<file path="src/rtl/rpcd_pkg.sv">
// Shared types and constants for the response return-path router.
package rpcd_pkg;
  localparam int CH_DEF    = 8;
  localparam int DEPTH_DEF = 16;
  localparam int DW_DEF    = 64;
  localparam int CH_W      = $clog2(CH_DEF);

  typedef logic [CH_W-1:0] chan_t;
  typedef enum logic {OS_EMPTY, OS_HOLD} os_t;

  localparam int ERR_FULL   = 0;
  localparam int ERR_ORPHAN = 1;
endpackage

</file>
<file path="src/rtl/rpcd_tag_fifo.sv">
// In-order tag FIFO: channel of each issued request, popped when its response is accepted.
module rpcd_tag_fifo #(
  parameter int DEPTH = 16,
  parameter int W     = 3
) (
  input  logic                   CLK,
  input  logic                   RST,
  input  logic                   push,
  input  logic                   pop,
  input  logic [W-1:0]           din,
  output logic [W-1:0]           head,
  output logic                   full,
  output logic                   empty,
  output logic [$clog2(DEPTH):0] count
);
  localparam int AW = $clog2(DEPTH);
  localparam int CW = AW + 1;

  logic [W-1:0]  mem [DEPTH];
  logic [AW-1:0] wptr, rptr;

  always_ff @(posedge CLK or negedge RST) begin
    if (!RST) begin
      wptr  <= '0;
      rptr  <= '0;
      count <= '0;
    end else begin
      if (push) wptr <= wptr + AW'(1);
      if (pop)  rptr <= rptr + AW'(1);
      case ({push, pop})
        2'b10:   count <= count + CW'(1);
        2'b01:   count <= count - CW'(1);
        default: ;
      endcase
    end
  end

  // Storage needs no reset: count gates every read.
  always_ff @(posedge CLK) begin
    if (push) mem[wptr] <= din;
  end

  assign head  = mem[rptr];
  assign full  = (count == CW'(DEPTH));
  assign empty = (count == '0);
endmodule

</file>
<file path="src/rtl/rpcd_rsp_route.sv">
// Routes in-order slave responses back to the channel that issued them,
// through a one-entry output register with per-channel ready.
module rpcd_rsp_route
  import rpcd_pkg::*;
#(
  parameter int CH    = CH_DEF,
  parameter int DEPTH = DEPTH_DEF,
  parameter int DW    = DW_DEF
) (
  input  logic                     CLK,
  input  logic                     RST,
  input  logic                     ENA,
  input  logic                     ISSUE,
  input  logic [$clog2(CH)-1:0]    ISSUE_TAG,
  output logic                     ISSUE_RDY,
  input  logic                     RSP_VLD,
  input  logic [DW-1:0]            RSP_DATA,
  output logic                     RSP_RDY,
  output logic [CH-1:0]            OUT_VLD,
  output logic [DW-1:0]            OUT_DATA,
  input  logic [CH-1:0]            OUT_RDY,
  output logic [$clog2(DEPTH):0]   PEND,
  output logic [1:0]               ERR,
  input  logic                     ERR_CLR
);
  localparam int CW = $clog2(CH);

  os_t           os_q, os_d;
  logic [CW-1:0] out_tag, head;
  logic [DW-1:0] out_data;
  logic          full, empty, push, pop, drain, rsp_rdy;

  assign push = ENA & ISSUE & ~full;
  assign pop  = RSP_VLD & rsp_rdy;

  rpcd_tag_fifo #(.DEPTH(DEPTH), .W(CW)) u_fifo (
    .CLK   (CLK),
    .RST   (RST),
    .push  (push),
    .pop   (pop),
    .din   (ISSUE_TAG),
    .head  (head),
    .full  (full),
    .empty (empty),
    .count (PEND)
  );

  // Accept only from registered FIFO state, so a same-cycle issue never bypasses.
  always_comb begin
    os_d    = os_q;
    drain   = 1'b0;
    rsp_rdy = 1'b0;
    case (os_q)
      OS_EMPTY: begin
        rsp_rdy = ENA & ~empty;
        if (RSP_VLD & rsp_rdy) os_d = OS_HOLD;
      end
      OS_HOLD: begin
        drain   = ENA & OUT_RDY[out_tag];
        rsp_rdy = ENA & ~empty & drain;
        if (drain & ~(RSP_VLD & rsp_rdy)) os_d = OS_EMPTY;
      end
      default: os_d = OS_EMPTY;
    endcase
  end

  always_ff @(posedge CLK or negedge RST) begin
    if (!RST) begin
      os_q     <= OS_EMPTY;
      out_tag  <= '0;
      out_data <= '0;
    end else begin
      os_q <= os_d;
      if (pop) begin
        out_tag  <= head;
        out_data <= RSP_DATA;
      end
    end
  end

  always_ff @(posedge CLK or negedge RST) begin
    if (!RST) begin
      ERR <= '0;
    end else if (ERR_CLR) begin
      ERR <= '0;
    end else if (ENA) begin
      if (ISSUE & full)    ERR[ERR_FULL]   <= 1'b1;
      if (RSP_VLD & empty) ERR[ERR_ORPHAN] <= 1'b1;
    end
  end

  for (genvar n = 0; n < CH; n++) begin : g_vld
    assign OUT_VLD[n] = (os_q == OS_HOLD) && (out_tag == CW'(n));
  end

  assign OUT_DATA  = out_data;
  assign RSP_RDY   = rsp_rdy;
  assign ISSUE_RDY = ~full;
endmodule

</file>
<file path="config.mk">
export PLATFORM = sky130hd
export DESIGN_NAME = rpcd_rsp_route
export DESIGN_NICKNAME = d
export VERILOG_FILES = /design/src/rtl/rpcd_pkg.sv /design/src/rtl/rpcd_tag_fifo.sv /design/src/rtl/rpcd_rsp_route.sv
export SDC_FILE = /design/constraint.sdc
export NUM_CORES = 1
export LEC_CHECK = 0
export CORE_ASPECT_RATIO = 1.1
export CORE_UTILIZATION = 48
export CTS_BUF_LIST = sky130_fd_sc_hd__clkbuf_16
export CTS_CLUSTER_DIAMETER = 150
export DETAILED_ROUTE_END_ITERATION = 6
export PLACE_DENSITY = 0.88
export SYNTH_ARGS = -nofsm -noshare
export SYNTH_HDL_FRONTEND = slang
export SYNTH_SLANG_ARGS = --single-unit
export TNS_END_PERCENT = 1
</file>
<file path="constraint.sdc">
create_clock -name CLK -period 3.75 [get_ports CLK]
set_input_delay 0.375 -clock CLK [delete_from_list [all_inputs] [get_ports CLK]]
set_output_delay 0.375 -clock CLK [all_outputs]
set_load 0.01 [all_outputs]
</file>
==> flow_summary.json, run 1 <==
{
  "cpMaxStageDelayCell": "buf_4",
  "die_x_um": 107,
  "routed_wl_um": 13900,
  "cp.arrival_ns": 3.52,
  "power_mw": 6.65,
  "yosysWarnings": 0,
  "cts_root_buf": "clkbuf_16",
  "drive_gt1_share_pct": 22.6,
  "antenna_found_initial": 0,
  "rsz0062_at_grt": "no",
  "cpLargestDelayFamily": "buffers and inverters",
  "p_leak_nw": 3.25,
  "crit_path_cell_trace": "and2b_1 -> a2111oi_1 -> o41a_4 -> nor2_8 -> buf_4 -> buf_4 -> mux2_4",
  "wl_per_cell_um": 20.6,
  "syn_to_final_growth_pct": 37.7,
  "synth_top_cell_area_share_pct": 35.8,
  "postCtsHoldBufs": 0,
  "fin_nets": 605,
  "drv_slew": 0,
  "grt_pass1_vias": 3744,
  "dp_cells": 645,
  "overflow": 0,
  "drtPass1Iterations": 4,
  "via_per_inst": 5.23,
  "post_cts.repair.setup_buffers": 0,
  "layout_setup_ws_ns": 0.535,
  "syn_area_um2": 5790,
  "cts_buffers": 17,
  "gp_congestion": 0.831,
  "synthArstFlopShare_pct": 63.4,
  "cts.sink_count": 131,
  "final_util_pct": 68.8,
  "period_share_pct": 85.7,
  "cts_tree": "done",
  "layoutNonFillerInstCount": 677,
  "drcViolationCount": 0,
  "fin_tns_setup_ns": 0,
  "grt_util_all_layers_pct": 22.8,
  "outcome": "complete, no violations",
  "initial_core_util_pct": 50.0,
  "hold_violations": 0,
  "yosys.cell_types.count": 39,
  "yosys.area.top_type": "dfrtp_1",
  "vias": 3540,
  "crit_buf_inv": 2,
  "period_minus_slack_ns": 3.21,
  "insertion_delay_ns": 0.42,
  "drtAntennaViolNets": 0,
  "swShare_pct": 31.3,
  "p_comb_share_pct": 40.9,
  "critical-path-max-stage-delay_ns": 0.62,
  "die_area_um2": 12500,
  "internal_power_mw": 4.57,
  "dieHeight_um": 117,
  "coreArea_um2": 11600,
  "startpoint_type": "flop",
  "p_switching_mw": 2.09,
  "grt_start_max_net_pins": 84,
  "avgSynthCellArea_um2": 16.8,
  "postCtsResizedCells": 0,
  "grt_pass1_wl_um": 20700,
  "worst_pin_slew_ns": 1.00,
  "hold_path_class": "in2async",
  "max_freq_ghz": 0.311,
  "antennaDiodeCount": 0,
  "cts_buffer_depth": 2,
  "cp_max_fo": 41,
  "pwr-share-seq_pct": 36.3,
  "slew_headroom_pct": 33.2,
  "synth_fp_nets": 436,
  "drv_cap": 0,
  "dp_worst_setup_slack_ns": 0.332,
  "synth_seq_cells": 131,
  "rows": 41,
  "drtIter0Drc": 267,
  "clock_power_share_pct": 22.9,
  "cp-end-kind": "flop",
  "critical_path_class": "reg2reg",
  "synth_flop_cell": "dfrtp_1",
  "dp_hpwl_um": 9030,
  "yosys-top-cells-area": "dfrtp_1 (36%), edfxtp_1 (25%), mux2_4 (18%)",
  "clkTransAtPathRegs_ns": 0.06,
  "cp.required_ns": 4.05,
  "setup_viol": 0,
  "port_buffers": 161,
  "synth_cells": 345,
  "p_per_area_nw_per_um2": 834,
  "ctsHtreeMaxLevel": 4,
  "crit_top_cell": "buf_4",
  "fin_skew_ns": 0.00952,
  "yosysSeqAreaShare_pct": 60.7,
  "ir_worst_vdd_mv": 0.438,
  "synth_edf_count": 48,
  "num_io_pins": 162
}
==> metrics by stage <==
step                      instance area, um^2  hold slack (ns)
after global routing                     7980            0.224
final                                    7980            0.127
after global placement                   7440            0.492
after CTS                                7980            0.169
after detailed placement                 7440            0.491
after floorplan                          5790           0.0794
==> final timing paths <==
path	start	end	slack [ns]	cells after the start
min	RST	OUT_DATA[14]	0.13	1
max in group asynchronous	RST	OUT_DATA[53]	2.98	1
min reg2reg	OUT_DATA[48]	OUT_DATA[48]	0.51	1
max	out_tag[1]	OUT_DATA[39]	0.54	7
max reg2reg	out_tag[1]	OUT_DATA[39]	0.54	7
min in group CLK	OUT_DATA[48]	OUT_DATA[48]	0.51	1
==> cell type report <==
cell class | instances | area [um^2]
sequential | 131 | 3520
clock buffer | 17 | 425
clock inverter | 15 | 118
timing repair buffer | 164 | 1630
fill | 759 | 3610
tap | 150 | 188
inverter | 8 | 30.0
multi-input combinational | 192 | 2070
==> cells in the mapped netlist (3+ instances only) <==
cell       n
dfrtp_1   83
mux2_4    68
edfxtp_1  48
and2_1    16
nand2_1   14
mux4_2    12
nor2_1    10
ha_1       9
inv_1      8
buf_12     7
nand3_1    7
nor2b_1    6
clkbuf_1   5
nor3_1     5
o21ai_0    5
xnor2_1    5
xor2_1     5
a22oi_1    3
and3_1     3
nor3b_1    3
==> routing by layer <==
| layer | part of all wire [%] | up-vias | global-route usage [%] |
|---|---|---|---|
| met2 | 54 | 133 | 39.8 |
| met4 | 2.1 | 0 | 9.95 |
| met1 | 38 | 1788 | 26.7 |
| met5 | 0 | - | 0 |
| li1 | - | 1601 | - |
| met3 | 6.3 | 18 | 5.81 |
==> power by group through the flow <==
stage | sequential (mW) | combinational [mW] | clock, mW
2_1_floorplan | 2.44 | 1.47 | 0
4_1_cts | 2.41 | 2.74 | 1.54
6_report | 2.41 | 2.72 | 1.52
3_5_place_dp | 2.40 | 2.69 | 0
3_3_place_gp | 2.37 | 2.62 | 0
5_1_grt | 2.47 | 2.89 | 1.60
==> cell usage in the layout, fill, tap and decap left out, types with 3 or more instances in the layout <==
cell               n
buf_4              4
nor2_1            10
mux4_2            12
xnor2_1            5
clkbuf_16         17
and2_1            16
dfrtp_1           83
nand2_1           14
mux2_4            68
nand3_1            7
o21ai_0            5
a22oi_1            3
edfxtp_1          48
inv_1              9
clkdlybuf4s50_1  160
xor2_1             5
and3_1             3
nor3_1             5
ha_1               9
clkinv_2           4
nor3b_1            3
nor2b_1            6
clkinv_4           3
==> cell families after synthesis <==
kind of cell    synth area share, %
compound gates                 2.61
xor+xnor                       1.51
fa+ha+maj                      2.29
buf+inv                        3.54
flops                          60.7
mux                            22.3
simple gates                   7.04
==> state kept, by name (all words and copies together), names as in the netlist <==
signal        cells
ERR               2
os_q              1
u_fifo.rptr       4
u_fifo.wptr       4
out_tag           3
u_fifo.mem       48
OUT_DATA         64
u_fifo.count      5
Note: power is estimated with default switching activity, not from simulation.
==> inputs of run 2 (changes only) <==
--- a/config.mk
+++ b/config.mk
@@ -6,11 +6,14 @@
 export NUM_CORES = 1
 export LEC_CHECK = 0
 export CORE_ASPECT_RATIO = 1.1
-export CORE_UTILIZATION = 48
+export CORE_MARGIN = 3
+export CORE_UTILIZATION = 63
 export CTS_BUF_LIST = sky130_fd_sc_hd__clkbuf_16
 export CTS_CLUSTER_DIAMETER = 150
 export DETAILED_ROUTE_END_ITERATION = 6
-export PLACE_DENSITY = 0.88
+export DONT_BUFFER_PORTS = 1
+export HOLD_SLACK_MARGIN = 0.06
+export PLACE_DENSITY = 0.87
 export SYNTH_ARGS = -nofsm -noshare
 export SYNTH_HDL_FRONTEND = slang
 export SYNTH_SLANG_ARGS = --single-unit
==> flow_summary.json, run 2 (synthesized netlist as in run 1, its figures left out) <==
{
  "grt_util_all_layers_pct": 23.9,
  "num_io_pins": 162,
  "clkTransAtPathRegs_ns": 0.07,
  "drtAntennaViolNets": 0,
  "setup_viol": 0,
  "cts.sink_count": 131,
  "drive_gt1_share_pct": 32.5,
  "cts_buffers": 17,
  "cp.arrival_ns": 3.49,
  "critical_path_class": "reg2reg",
  "slew_headroom_pct": 42.4,
  "rrSetupSlack_ns": 0.58,
  "startpoint_type": "flop",
  "coreArea_um2": 8920,
  "rows": 36,
  "antenna_found_initial": 1,
  "initial_core_util_pct": 65.0,
  "largest_reg_flops": 64,
  "fin_skew_ns": 0.0146,
  "cp-end-kind": "flop",
  "dp_worst_setup_slack_ns": 0.667,
  "top_layer_used": "met4",
  "hold_ws_ns": 0.107,
  "grt_start_max_net_pins": 84,
  "outcome": "complete, no violations",
  "drtIter0Drc": 200,
  "layoutNonFillerInstCount": 487,
  "grt_pass1_vias": 3136,
  "dp_cells": 448,
  "drtPass1Iterations": 4,
  "drv_slew": 0,
  "cp_max_fo": 11,
  "final_cell_mix": "dfrtp_1 (83), mux2_4 (68), edfxtp_1 (48), clkbuf_16 (18), and2_1 (16)",
  "fin_tns_setup_ns": 0,
  "port_buffers": 0,
  "p_leak_nw": 2.67,
  "routed_wl_um": 12100,
  "period_minus_slack_ns": 3.17,
  "wl_per_cell_um": 24.8,
  "cts_tree": "done",
  "drv_cap": 0,
  "drcViolationCount": 0,
  "fillers": 532,
  "die_area_um2": 10400,
  "p_per_area_nw_per_um2": 899,
  "cts_root_buf": "clkbuf_16",
  "max_freq_ghz": 0.316,
  "syn_to_final_growth_pct": 10.4,
  "cp.required_ns": 4.07,
  "die_x_um": 97.4,
  "ctsHtreeMaxLevel": 4,
  "grt_pass1_wl_um": 18400,
  "insertion_delay_ns": 0.41,
  "cts_buffer_depth": 2,
  "met1_length_um": 4470,
  "hold_violations": 0,
  "dp_hpwl_um": 7690,
  "ir_worst_vdd_mv": 0.447,
  "fin_nets": 450,
  "hold_path_class": "in2reg",
  "rsz0062_at_grt": "no",
  "via_per_inst": 6.00,
  "vias": 2923,
  "postCtsResizedCells": 0,
  "layout_commonest_cell": "dfrtp_1",
  "gp_congestion": 0.839,
  "overflow": 0,
  "period_share_pct": 84.5,
  "dr_wl_met3_um": 987,
  "layout_setup_ws_ns": 0.581,
  "dieHeight_um": 107,
  "wl_met2_um": 6420,
  "worst_pin_slew_ns": 0.863
}
## run 2: changes by cell type in the layout (fill, tap and decap cells not counted)
cell / previous run / this run
clkdlybuf4s50_1: 160 / 0
dlygate4sd3_1: 0 / 5
clkinv_2: 4 / 7
clkinv_1: 2 / 0
clkinvlp_4: 2 / 0
inv_4: 1 / 3
buf_16: 0 / 1
buf_4: 4 / 3
bufinv_16: 1 / 0
clkbuf_16: 17 / 18
clkinv_4: 3 / 2
diode_2: 0 / 1
## run 2: cell type report
| class | instances | area [um^2] | area share, % |
|---|---|---|---|
| Antenna cell | 1 | 2.50 | 0.0391 |
| Clock buffer | 18 | 450 | 7.04 |
| Clock inverter | 14 | 83.8 | 1.31 |
| Inverter | 8 | 30.0 | 0.469 |
| Multi-Input combinational cell | 192 | 2070 | 32.4 |
| Sequential cell | 131 | 3520 | 55.0 |
| Tap cell | 114 | 143 | 2.23 |
| Timing Repair Buffer | 9 | 100 | 1.56 |
## run 2: layer usage
layer	track usage [%]	up-vias
li1	-	1284
met4	8.90	0
met3	9.24	12
met2	39.2	137
met5	0	-
met1	29.1	1490
## run 2: timing repair
| item | CTS | global route |
|---|---|---|
| hold endpoints to repair | 133 | 0 |
| buffers inserted | 0 | 0 |
| hold buffers | 6 | 0 |
## run 2: power by group
part	switching, mW	internal, mW
combinational	0.646	0.964
sequential	0.691	1.97
clock	0.609	0.876
## run 2: critical path, cell delays in order, from the launching register on
cell	delay [ns]
dfrtp_1	0.52
and2b_1	0.23
a2111oi_1	0.57
o41a_4	0.30
nor2_8	0.06
ha_1	0.23
ha_1	0.33
nor2b_1	0.14
o21ai_0	0.20
a21oi_1	0.11
nor3_1	0.25
xnor2_1	0.15
## run 2: path summary, 6_finish.rpt
check | start | endpoint | depth (start not counted)
worst max-delay path | out_tag[1] | u_fifo.count[4] | 11
worst min-delay path | RSP_DATA[32] | OUT_DATA[32] | 1
worst max register to register | out_tag[1] | u_fifo.count[4] | 11
worst min register to register | u_fifo.wptr[3] | u_fifo.wptr[3] | 1
max in group asynchronous | RST | u_fifo.count[4] | 2
min in group asynchronous | RST | OUT_DATA[15] | 2
## run 2: per-stage QoR
| stage | area (um^2) | util [%] | total power [mW] |
|---|---|---|---|
| floorplan | 5790 | - | 3.91 |
| global placement | 5780 | 64.9 | 4.12 |
| detailed placement | 5780 | 64.9 | 4.20 |
| CTS | 6400 | 71.7 | 5.77 |
| global route | 6400 | 71.7 | 6.01 |
| finish | 6400 | 71.7 | 5.75 |
==> inputs of run 3 (changes only) <==
==> constraint.sdc (replaced) <==
create_clock -name CLK -period 3.2 [get_ports CLK]
set_input_delay 0.32 -clock CLK [delete_from_list [all_inputs] [get_ports CLK]]
set_output_delay 0.32 -clock CLK [all_outputs]
set_load 0.01 [all_outputs]
==> flow_summary.json, run 3 (synthesized netlist as in run 1, its figures left out) <==
{
  "outcome": "complete, no violations",
  "via_per_inst": 6.07,
  "fillers": 439,
  "rows": 36,
  "die_x_um": 97.4,
  "setup_viol": 0,
  "worst_pin_slew_ns": 0.640,
  "drtPass1Iterations": 5,
  "critical_path_class": "reg2reg",
  "insertion_delay_ns": 0.43,
  "critical-path-max-stage-delay_ns": 0.53,
  "coreArea_um2": 8920,
  "cts_tree": "done",
  "drv_slew": 0,
  "p_leak_nw": 2.96,
  "cp-end-kind": "flop",
  "holdCritStartpoint": "RSP_DATA[18]",
  "max_freq_ghz": 0.322,
  "cts.sink_count": 131,
  "crit_buf_inv": 1,
  "final_cell_mix": "dfrtp_1 (82), mux2_4 (68), dlygate4sd3_1 (67), edfxtp_1 (48), clkbuf_16 (19)",
  "clkTransAtPathRegs_ns": 0.06,
  "drcViolationCount": 0,
  "cts_buffer_depth": 2,
  "cp.arrival_ns": 3.44,
  "cpMaxStageDelayCell": "o41a_4",
  "hold_violations": 0,
  "initial_core_util_pct": 65.0,
  "num_io_pins": 162,
  "wl_met2_um": 8330,
  "dr_wl_met3_um": 1270,
  "layout_commonest_cell": "dfrtp_1",
  "multi_input_area_um2": 2090,
  "period_minus_slack_ns": 3.10,
  "drv_cap": 0,
  "vias": 3339,
  "grt_util_all_layers_pct": 29.9,
  "routed_wl_um": 15500,
  "fin_skew_ns": 0.0177,
  "ctsHtreeMaxLevel": 4,
  "ir_worst_vdd_mv": 0.557,
  "period_share_pct": 96.9,
  "port_buffers": 0,
  "dp_hpwl_um": 7970,
  "dieHeight_um": 107,
  "startpoint_type": "flop",
  "drtAntennaViolNets": 0,
  "grt_start_max_net_pins": 84,
  "top_layer_used": "met4",
  "cp_max_fo": 7,
  "grt_pass1_wl_um": 22600,
  "met1_length_um": 5170,
  "slew_headroom_pct": 57.3,
  "cts_buffers": 17,
  "drive_gt1_share_pct": 29.1,
  "final_util_pct": 79.9,
  "hold_path_class": "in2reg",
  "layout.area.seq_um2": 3520,
  "overflow": 0,
  "drtIter0Drc": 239,
  "cts_root_buf": "clkbuf_16",
  "wl_per_cell_um": 28.2,
  "gp_congestion": 0.852,
  "fin_tns_setup_ns": 0,
  "syn_to_final_growth_pct": 22.9,
  "largest_reg_flops": 64,
  "r2r_start": "out_tag[1]",
  "crit_start": "out_tag[1]",
  "grt_pass1_vias": 3584,
  "die_area_um2": 10400,
  "antennaDiodeCount": 0,
  "crit_path_cell_trace": "and2b_1 -> a2111oi_2 -> o41a_4 -> nor2_8 -> ha_2 -> inv_1 -> fa_1 -> nor2b_1 -> o21ai_0 -> and3_1 -> nor3_2 -> xnor2_1",
  "cpLargestDelayFamily": "simple AND/OR/NAND/NOR gates",
  "cp.required_ns": 3.54,
  "p_per_area_nw_per_um2": 1020,
  "antenna_found_initial": 0,
  "fin_nets": 514
}
## run 3: changes by cell type in the layout (fill, tap and decap cells not counted), sizes merged
cell	before	now
inv	13	14
diode	1	0
dlygate4sd3	5	67
bufinv	0	1
buf	4	6
clkinv	9	6
clkbuf	18	19
## run 3: layout make-up
type / instances / area share, %
flip-flops and latches: 131 / 49.4
multi-input cells: 192 / 29.3
repair buffers: 73 / 10.5
clock buffers: 19 / 6.67
well taps: 114 / 2.00
clock inverters: 13 / 1.65
inverters: 8 / 0.422
## run 3: worst register-to-register path, cell delays in order, from the launching register on
cell and delay (ns):
dfrtp_2 0.47, and2b_1 0.31, a2111oi_2 0.10, o41a_4 0.54, nor2_8 0.16, ha_2 0.24
inv_1 0.08, fa_1 0.40, nor2b_1 0.11, o21ai_0 0.11, and3_1 0.22, nor3_2 0.15
xnor2_1 0.14
## run 3: where the power goes
part | switching (mW) | internal (mW) | leakage (nW) | total [mW]
combinational | 0.930 | 1.21 | 1.24 | 2.14
clock | 0.808 | 1.17 | 0.296 | 1.98
sequential | 0.850 | 2.30 | 1.42 | 3.15
## run 3: stage by stage
| stage | setup WS, ns | hold slack [ns] | total power [mW] | area [um^2] | cells |
|---|---|---|---|---|---|
| CTS | 0.203 | 0.0604 | 7.02 | 7050 | 545 |
| floorplan | 0.149 | 0.0244 | 4.59 | 5790 | 345 |
| global placement | 0.347 | 0.0262 | 4.85 | 5810 | 450 |
| detailed placement | 0.189 | 0.0261 | 4.95 | 5810 | 450 |
| global route | -0.0332 | 0.0619 | 7.56 | 7120 | 550 |
| finish | 0.0991 | 0.0739 | 7.28 | 7120 | 550 |
## run 3: routing by layer
| metal | track usage [%] | vias up |
|---|---|---|
| met5 | 0 | - |
| met4 | 13.6 | 0 |
| met3 | 10.9 | 37 |
| met2 | 52.1 | 196 |
| met1 | 32.7 | 1688 |
| li1 | - | 1418 |
## run 3: final timing paths
path,endpoint,cells past startpoint,slack (ns)
setup / recovery,u_fifo.count[4],12,0.1
hold / removal,OUT_DATA[18],1,0.07
setup reg to reg,u_fifo.count[4],12,0.1
hold reg to reg,u_fifo.wptr[3],1,0.54
max in group asynchronous,out_tag[1],2,2.36
min in group asynchronous,OUT_DATA[25],2,0.49
## run 3: timing repair
item,CTS,global route
buffers inserted,0,0
endpoints found under the hold margin,190,5
hold buffers,63,5
resized for setup,0,5
endpoints found under the setup margin,0,1
